File: src/rtl/exc_pkg.sv
// exc_pkg: shared types and constants for the exception controller.
//   exc_state_t : controller state encoding
//   CAUSE_*     : 4-bit cause codes presented on EStatus
package exc_pkg;

   typedef enum logic [1:0] {
      IDLE,
      PENDING,
      HANDLER,
      FAULT
   } exc_state_t;

   localparam logic [3:0] CAUSE_NONE   = 4'b0000;
   localparam logic [3:0] CAUSE_INVOP  = 4'b0001;
   localparam logic [3:0] CAUSE_EXTIRQ = 4'b0010;
   localparam logic [3:0] CAUSE_ERET   = 4'b0011;
   localparam logic [3:0] CAUSE_FAULT  = 4'b1111;

endpackage

File: src/rtl/sync_ff.sv
// sync_ff: multi-stage flip-flop synchroniser for a single asynchronous level.
// Ports:
//   clk   - sampling clock, rising edge
//   reset - asynchronous active-high reset, clears every stage to 0
//   d_i   - asynchronous input level
//   q_o   - synchronised output (last stage), STAGES edges behind d_i
module sync_ff #(
   parameter int unsigned STAGES = 2
) (
   input  logic clk,
   input  logic reset,
   input  logic d_i,
   output logic q_o
);

   logic [STAGES-1:0] sync_q;

   always_ff @(posedge clk or posedge reset) begin
      if (reset) begin
         sync_q <= '0;
      end else begin
         sync_q[0] <= d_i;
         for (int i = 1; i < STAGES; i++) begin
            sync_q[i] <= sync_q[i-1];
         end
      end
   end

   assign q_o = sync_q[STAGES-1];

endmodule

File: src/rtl/exc_controller.sv
// exc_controller: sequences the exception path of the single-cycle datapath.
// Takes an external interrupt (synchronised here), the invalid-opcode flag and
// the decoded ERET, raises Exc until the datapath acknowledges, tracks the
// handler, and issues ERet on return. Double faults and missing acks latch a
// sticky fault that only reset clears.
// Ports:
//   clk       - system clock, rising edge
//   reset     - asynchronous active-high reset
//   ExtIRQ    - external interrupt level, asynchronous to clk
//   InvalidOp - current instruction has an undefined opcode
//   ERetInstr - current instruction decodes as ERET
//   ExcAck    - datapath has loaded the exception vector into the PC
//   Exc       - exception request (registered)
//   ERet      - return-from-exception (combinational)
//   EStatus   - 4-bit cause code (registered)
//   InHandler - handler executing (registered)
//   Fault     - sticky fault flag (registered)
module exc_controller
   import exc_pkg::*;
#(
   parameter int unsigned SYNC_STAGES = 2,
   parameter int unsigned ACK_TIMEOUT = 8
) (
   input  logic       clk,
   input  logic       reset,
   input  logic       ExtIRQ,
   input  logic       InvalidOp,
   input  logic       ERetInstr,
   input  logic       ExcAck,
   output logic       Exc,
   output logic       ERet,
   output logic [3:0] EStatus,
   output logic       InHandler,
   output logic       Fault
);

   // Counter value of the last PENDING cycle tolerated without an ack.
   localparam logic [7:0] CntLast = 8'(ACK_TIMEOUT - 1);

   exc_state_t state_q, state_d;
   logic [3:0] estatus_q, estatus_d;
   logic [7:0] cnt_q, cnt_d;
   logic       irq_s;
   logic       eret;

   sync_ff #(
      .STAGES(SYNC_STAGES)
   ) u_irq_sync (
      .clk  (clk),
      .reset(reset),
      .d_i  (ExtIRQ),
      .q_o  (irq_s)
   );

   always_ff @(posedge clk or posedge reset) begin
      if (reset) begin
         state_q   <= IDLE;
         estatus_q <= CAUSE_NONE;
         cnt_q     <= '0;
      end else begin
         state_q   <= state_d;
         estatus_q <= estatus_d;
         cnt_q     <= cnt_d;
      end
   end

   always_comb begin
      state_d   = state_q;
      estatus_d = estatus_q;
      cnt_d     = cnt_q;
      eret      = 1'b0;
      unique case (state_q)
         IDLE: begin
            cnt_d = '0;
            if (InvalidOp) begin
               state_d   = PENDING;
               estatus_d = CAUSE_INVOP;
            end else if (ERetInstr) begin
               state_d   = PENDING;
               estatus_d = CAUSE_ERET;
            end else if (irq_s) begin
               state_d   = PENDING;
               estatus_d = CAUSE_EXTIRQ;
            end
         end
         PENDING: begin
            // New causes are ignored here; the latched cause stays.
            if (ExcAck) begin
               state_d = HANDLER;
               cnt_d   = '0;
            end else if (cnt_q == CntLast) begin
               state_d   = FAULT;
               estatus_d = CAUSE_FAULT;
            end else begin
               cnt_d = cnt_q + 8'd1;
            end
         end
         HANDLER: begin
            // irq_s is masked; a fault inside the handler beats a return.
            if (InvalidOp) begin
               state_d   = FAULT;
               estatus_d = CAUSE_FAULT;
            end else if (ERetInstr) begin
               eret      = 1'b1;
               state_d   = IDLE;
               estatus_d = CAUSE_NONE;
            end
         end
         FAULT: begin
            estatus_d = CAUSE_FAULT;
         end
         default: begin
            state_d = FAULT;
         end
      endcase
   end

   assign Exc       = (state_q == PENDING);
   assign InHandler = (state_q == HANDLER);
   assign Fault     = (state_q == FAULT);
   assign EStatus   = estatus_q;
   assign ERet      = eret;

endmodule

File: config.mk
export PLATFORM = sky130hd
export DESIGN_NAME = exc_controller
export DESIGN_NICKNAME = d
export VERILOG_FILES = /design/src/rtl/exc_pkg.sv /design/src/rtl/sync_ff.sv /design/src/rtl/exc_controller.sv
export SDC_FILE = /design/constraint.sdc
export NUM_CORES = 1
export LEC_CHECK = 0
export CAP_MARGIN = 20
export CORE_MARGIN = 2
export CORE_UTILIZATION = 50
export DETAILED_ROUTE_END_ITERATION = 8
export PLACE_DENSITY_LB_ADDON = 0.05
export SLEW_MARGIN = 20
export SYNTH_ARGS = -nofsm -noshare
export SYNTH_HDL_FRONTEND = slang
export SYNTH_HIERARCHICAL = 1
export SYNTH_SLANG_ARGS = --single-unit
File: constraint.sdc
create_clock -name clk -period 3.5 [get_ports clk]
set_clock_uncertainty 0.05 [all_clocks]
set_input_delay 1.05 -clock clk [delete_from_list [all_inputs] [get_ports clk]]
set_output_delay 1.05 -clock clk [all_outputs]
set_load 0.1 [all_outputs]
After elaboration in Yosys (flattened, before gate mapping)
Cells that the tools add are included.
- $add $sub $neg: 1
- eq/ne operators: 10
- mux-type cells: 22
- reductions and logical operators: 6
- operators with widths (cell ; count):
    $mux W4 ; 7
    $mux W8 ; 2
    $pmux W4 S4 ; 1
    $pmux W8 S2 ; 1
    $mux W2 ; 7
    $add A8 B1 Y8 const B ; 1
    $eq A8 B3 Y1 const B ; 1
    $reduce_and A4 Y1 ; 2
    $ne A3 B3 Y1 const B ; 2
    $pmux W2 S3 ; 1
    $eq A2 B2 Y1 const B ; 2
    $ne A4 B3 Y1 const B ; 1
    $mux W1 ; 3
    $ne A3 B2 Y1 const B ; 1
    $reduce_bool A3 Y1 ; 1
    $eq A2 B1 Y1 const B ; 1
    $logic_not A2 Y1 ; 1
    $ne A2 B1 Y1 const B ; 1
    $ne A2 B2 Y1 const B ; 1
    $reduce_and A2 Y1 ; 1
    $reduce_bool A2 Y1 ; 1
- bits in registers: 16
- input port bits: 6
- output and inout bits: 8
- word-level logic and storage cells: 43

Longest topological paths before layout
- depth after elaboration: 4
- gate-level depth with buffers: 7
- gate-level depth less buffers: 6

Hierarchy
The synthesis kept the hierarchy.
- by module, submodules not included (module ; times used ; cells each ; area an instance (um^2) ; sequential area each (um^2)):
    exc_controller ; 1 ; 89 ; 868.3 ; 325.3
    sync_ff ; 1 ; 3 ; 53.8 ; 50.0

Least setup slack after synthesis
OpenSTA, ideal clock, no wires.
- path type: reg-to-output
- start point: register state_q[0]
- end point: output port ERet
- data arrival time: 2.760 ns
- data required time: 2.400 ns
- path slack: -0.360 ns
- stages on the path, launching flop included: 5
- buffers on the path: 0
- cell sequence: dfrtp_1 -> inv_1 -> ha_1 -> nand2_1 -> nor2_1
- longest elaborated chain between the ends: 2
- RTL lines (element ; line ; RTL):
    start, declared ; exc_controller.sv:40 ; exc_state_t state_q, state_d;
    start signal, assigned ; exc_controller.sv:61 ; state_q <= state_d;
    $eq A2 B2 Y1 ; -- ;
    net InHandler ; exc_controller.sv:33 ; output logic InHandler,
    $mux W1 ; exc_controller.sv:72 ; unique case (state_q)
    end, declared ; exc_controller.sv:31 ; output logic ERet,
The timed path passes the listed nets, and every way through them passes these cells.

Worst setup path in the final report
- start point: input port ERetInstr
- end point: output port ERet
- longest elaborated chain between the ends: 3
- RTL lines (element ; line ; RTL):
    start, declared ; exc_controller.sv:28 ; input logic ERetInstr,
    $mux W1 ; exc_controller.sv:103 ; end else if (ERetInstr) begin
    $mux W1 ; exc_controller.sv:100 ; if (InvalidOp) begin
    $mux W1 ; exc_controller.sv:72 ;
Every way passes these cells.

==> metrics.cfg <==
[setup_path]
required_ns = 2.40
crit_fanout = 2
rr_startpoint = state_q[1]
cpMaxStageDelayCell = clkdlybuf4s50_1
reg2reg_depth = 6
cp-end-kind = output pin
path_class = in -> out
cp_cell_sequence = clkdlybuf4s50_1, nand2_1, nor2_2, buf_12
arrival_ns = 1.92
critPathMaxStageDelay_ns = 0.48
rr_endpoint = cnt_q[6]
r2r_slack_ns = 1.55
cp-start-kind = input port

[grt]
grt_max_degree = 14
antenna_found_initial = 0
grt_pass1_wl_um = 2770
overflow = 0
grt_pass1_vias = 627
grt_usage_pct = 17.8

[floorplan]
io_pins = 14
start_util_pct = 53.4
die_width_um = 46.9
die-area_sq_mm = 0.00220
fp.dieH_um = 46.9
fp.coreArea_sq_mm = 0.00173
rows = 15

[placement]
gp_congestion = 0.794
dp_slack_ns = 0.478
io_buffers = 13

[synthesis]
synth_edf_count = 0
yosys-top-cells-area = dfrtp_1, ha_1, o21ai_0
synth.top_cell.area_share_pct = 40.7
yosysSeqAreaShare_pct = 40.7
syn-num-nets = 105
synth_warnings = 6
synth_top_family_by_area = simple AND/OR/NAND/NOR gates
yosys_register_bits = 15
synth_cells = 92
ys_types = 33
syn_area_sq_um = 922
synth_common_cells = dfrtp_1, inv_1, nor2_1, ha_1, o21ai_0
synthXorXnorAreaFrac_pct = 4.75
syn_avg_cell_area_sq_um = 10.0
async_flop_share_pct = 100
synth-adder-area-share_pct = 9.50
synthSimpleGateAreaFrac_pct = 18.6
synth_most_common_cell = dfrtp_1
synth_largest_area_cell = dfrtp_1
ys.flop_type = dfrtp_1
synth_compound_area_share_pct = 15.9
muxShareOfSynthArea_pct = 5.02

[routing]
drtAntennaViolNets = 0
route.detailed.drc = 0
wl_per_cell_um = 12.7
dr.pass1.iters = 4
drt-vias-per-instance = 5.19
routed_wl_um = 1670
drtIter0Drc = 10
vias = 680

[timing]
fmax_mhz = 331
timing.final.hold_violations = 0
layout_min_cycle_time_ns = 3.02
tightest_slew_ns = 0.699
drv_slew = 0
rsz0062_at_grt = no
slew_headroom_pct = 52.9
setup_violations = 0
setup_ws_ns = 0.481
finalSetupTns_ns = 0
period_share_pct = 86.3

[clock_tree]
clock_latency_ns = 0.29
clk_path_buf_depth = 2
cts_resized = 0
htreeDepth = 1
numCtsBuffers = 3
hold_buffers = 0
post_cts_buffers = 0
cts_tree = built
cts.sinks = 15
clockRootBuffer = clkbuf_4
clkTransAtPathRegs_ns = 0.10

[min_path]
holdCritStartpoint = u_irq_sync/sync_q[0]
holdPathStages = 0
min_to = u_irq_sync/sync_q[1]
hold_class = reg -> reg

[layout]
num_antenna_cells = 0
drive_gt1_share_pct = 20.8
final_core_util_pct = 63.0
area_delta_synth_final_pct = 18.0
fin_nets = 120

[flow_run]
maxCapViolCount = 0

[run_status]
status = finished clean

## metal layers
layer | wire length (um) | GRT usage, %
met2 | 741 | 27.1
met4 | 14 | 5.00
met5 | 0 | 0
met1 | 861 | 24.9
met3 | 52 | 4.62
## final cells by class
cell class | count | area [sq um]
Tap cell | 25 | 31.3
Fill cell | 149 | 638
Multi-Input combinational cell | 65 | 498
Clock buffer | 3 | 22.5
Timing Repair Buffer | 13 | 123
Sequential cell | 15 | 375
Inverter | 9 | 33.8
Clock inverter | 1 | 5.00
## state kept, by name, indices dropped and copies added (netlist names)
name / count
EStatus: 3
cnt_q: 8
state_q: 2
u_irq_sync/sync_q: 2
## critical path: cells and delay by family
family / cells / cell delay [ns]
and+or+nand+nor: 2 / 0.21
buffers and inverters: 2 / 0.67
## through the flow
stage | cells | area, sq um | hold WS (ns)
final | 131 | 1090 | 0.316
after global routing | 131 | 1090 | 0.323
after CTS | 131 | 1090 | 0.318
after detailed placement | 127 | 1060 | 0.295
after global placement | 127 | 1060 | 0.286
after floorplan | 92 | 925 | 0.281
## placed cells by master, fill, tap and decap left out, drive strengths merged
master	n
a21boi	1
a21oi	5
a32o	1
a41o	1
and3	1
buf	8
clkbuf	3
clkdlybuf4s50	5
clkinv	1
dfrtp	15
ha	7
inv	9
mux2	2
mux2i	2
nand2	7
nand2b	1
nand3	2
nand4	1
nand4bb	1
nor2	8
nor2b	2
nor4	1
o211a	1
o21ai	8
o221ai	2
o31ai	1
or2	1
or3	3
or4	1
xnor2	3
xor2	2
## worst max path at each step
stage                      end       start  depth (start not counted)
final                     ERet   ERetInstr                          4
after floorplan           ERet  state_q[0]                          4
after global routing      ERet   InvalidOp                          3
after global placement    ERet   ERetInstr                          4
after CTS                 ERet   ERetInstr                          4
after detailed placement  ERet   ERetInstr                          4
## cell families (layout without fill, tap and decap cells)
kind of cell / count (synthesis) / after routing
DFF: 15 / 15
and+or+nand+nor: 29 / 29
adders and majority gates: 7 / 7
AOI/OAI and AO/OA: 20 / 20
muxes: 4 / 4
buffers and inverters: 12 / 26
xor gates and xnor gates: 5 / 5
Power is left out: the tool's default activity adds up to more than one toggle a clock period on the data nets, which glitch-free logic cannot reach.
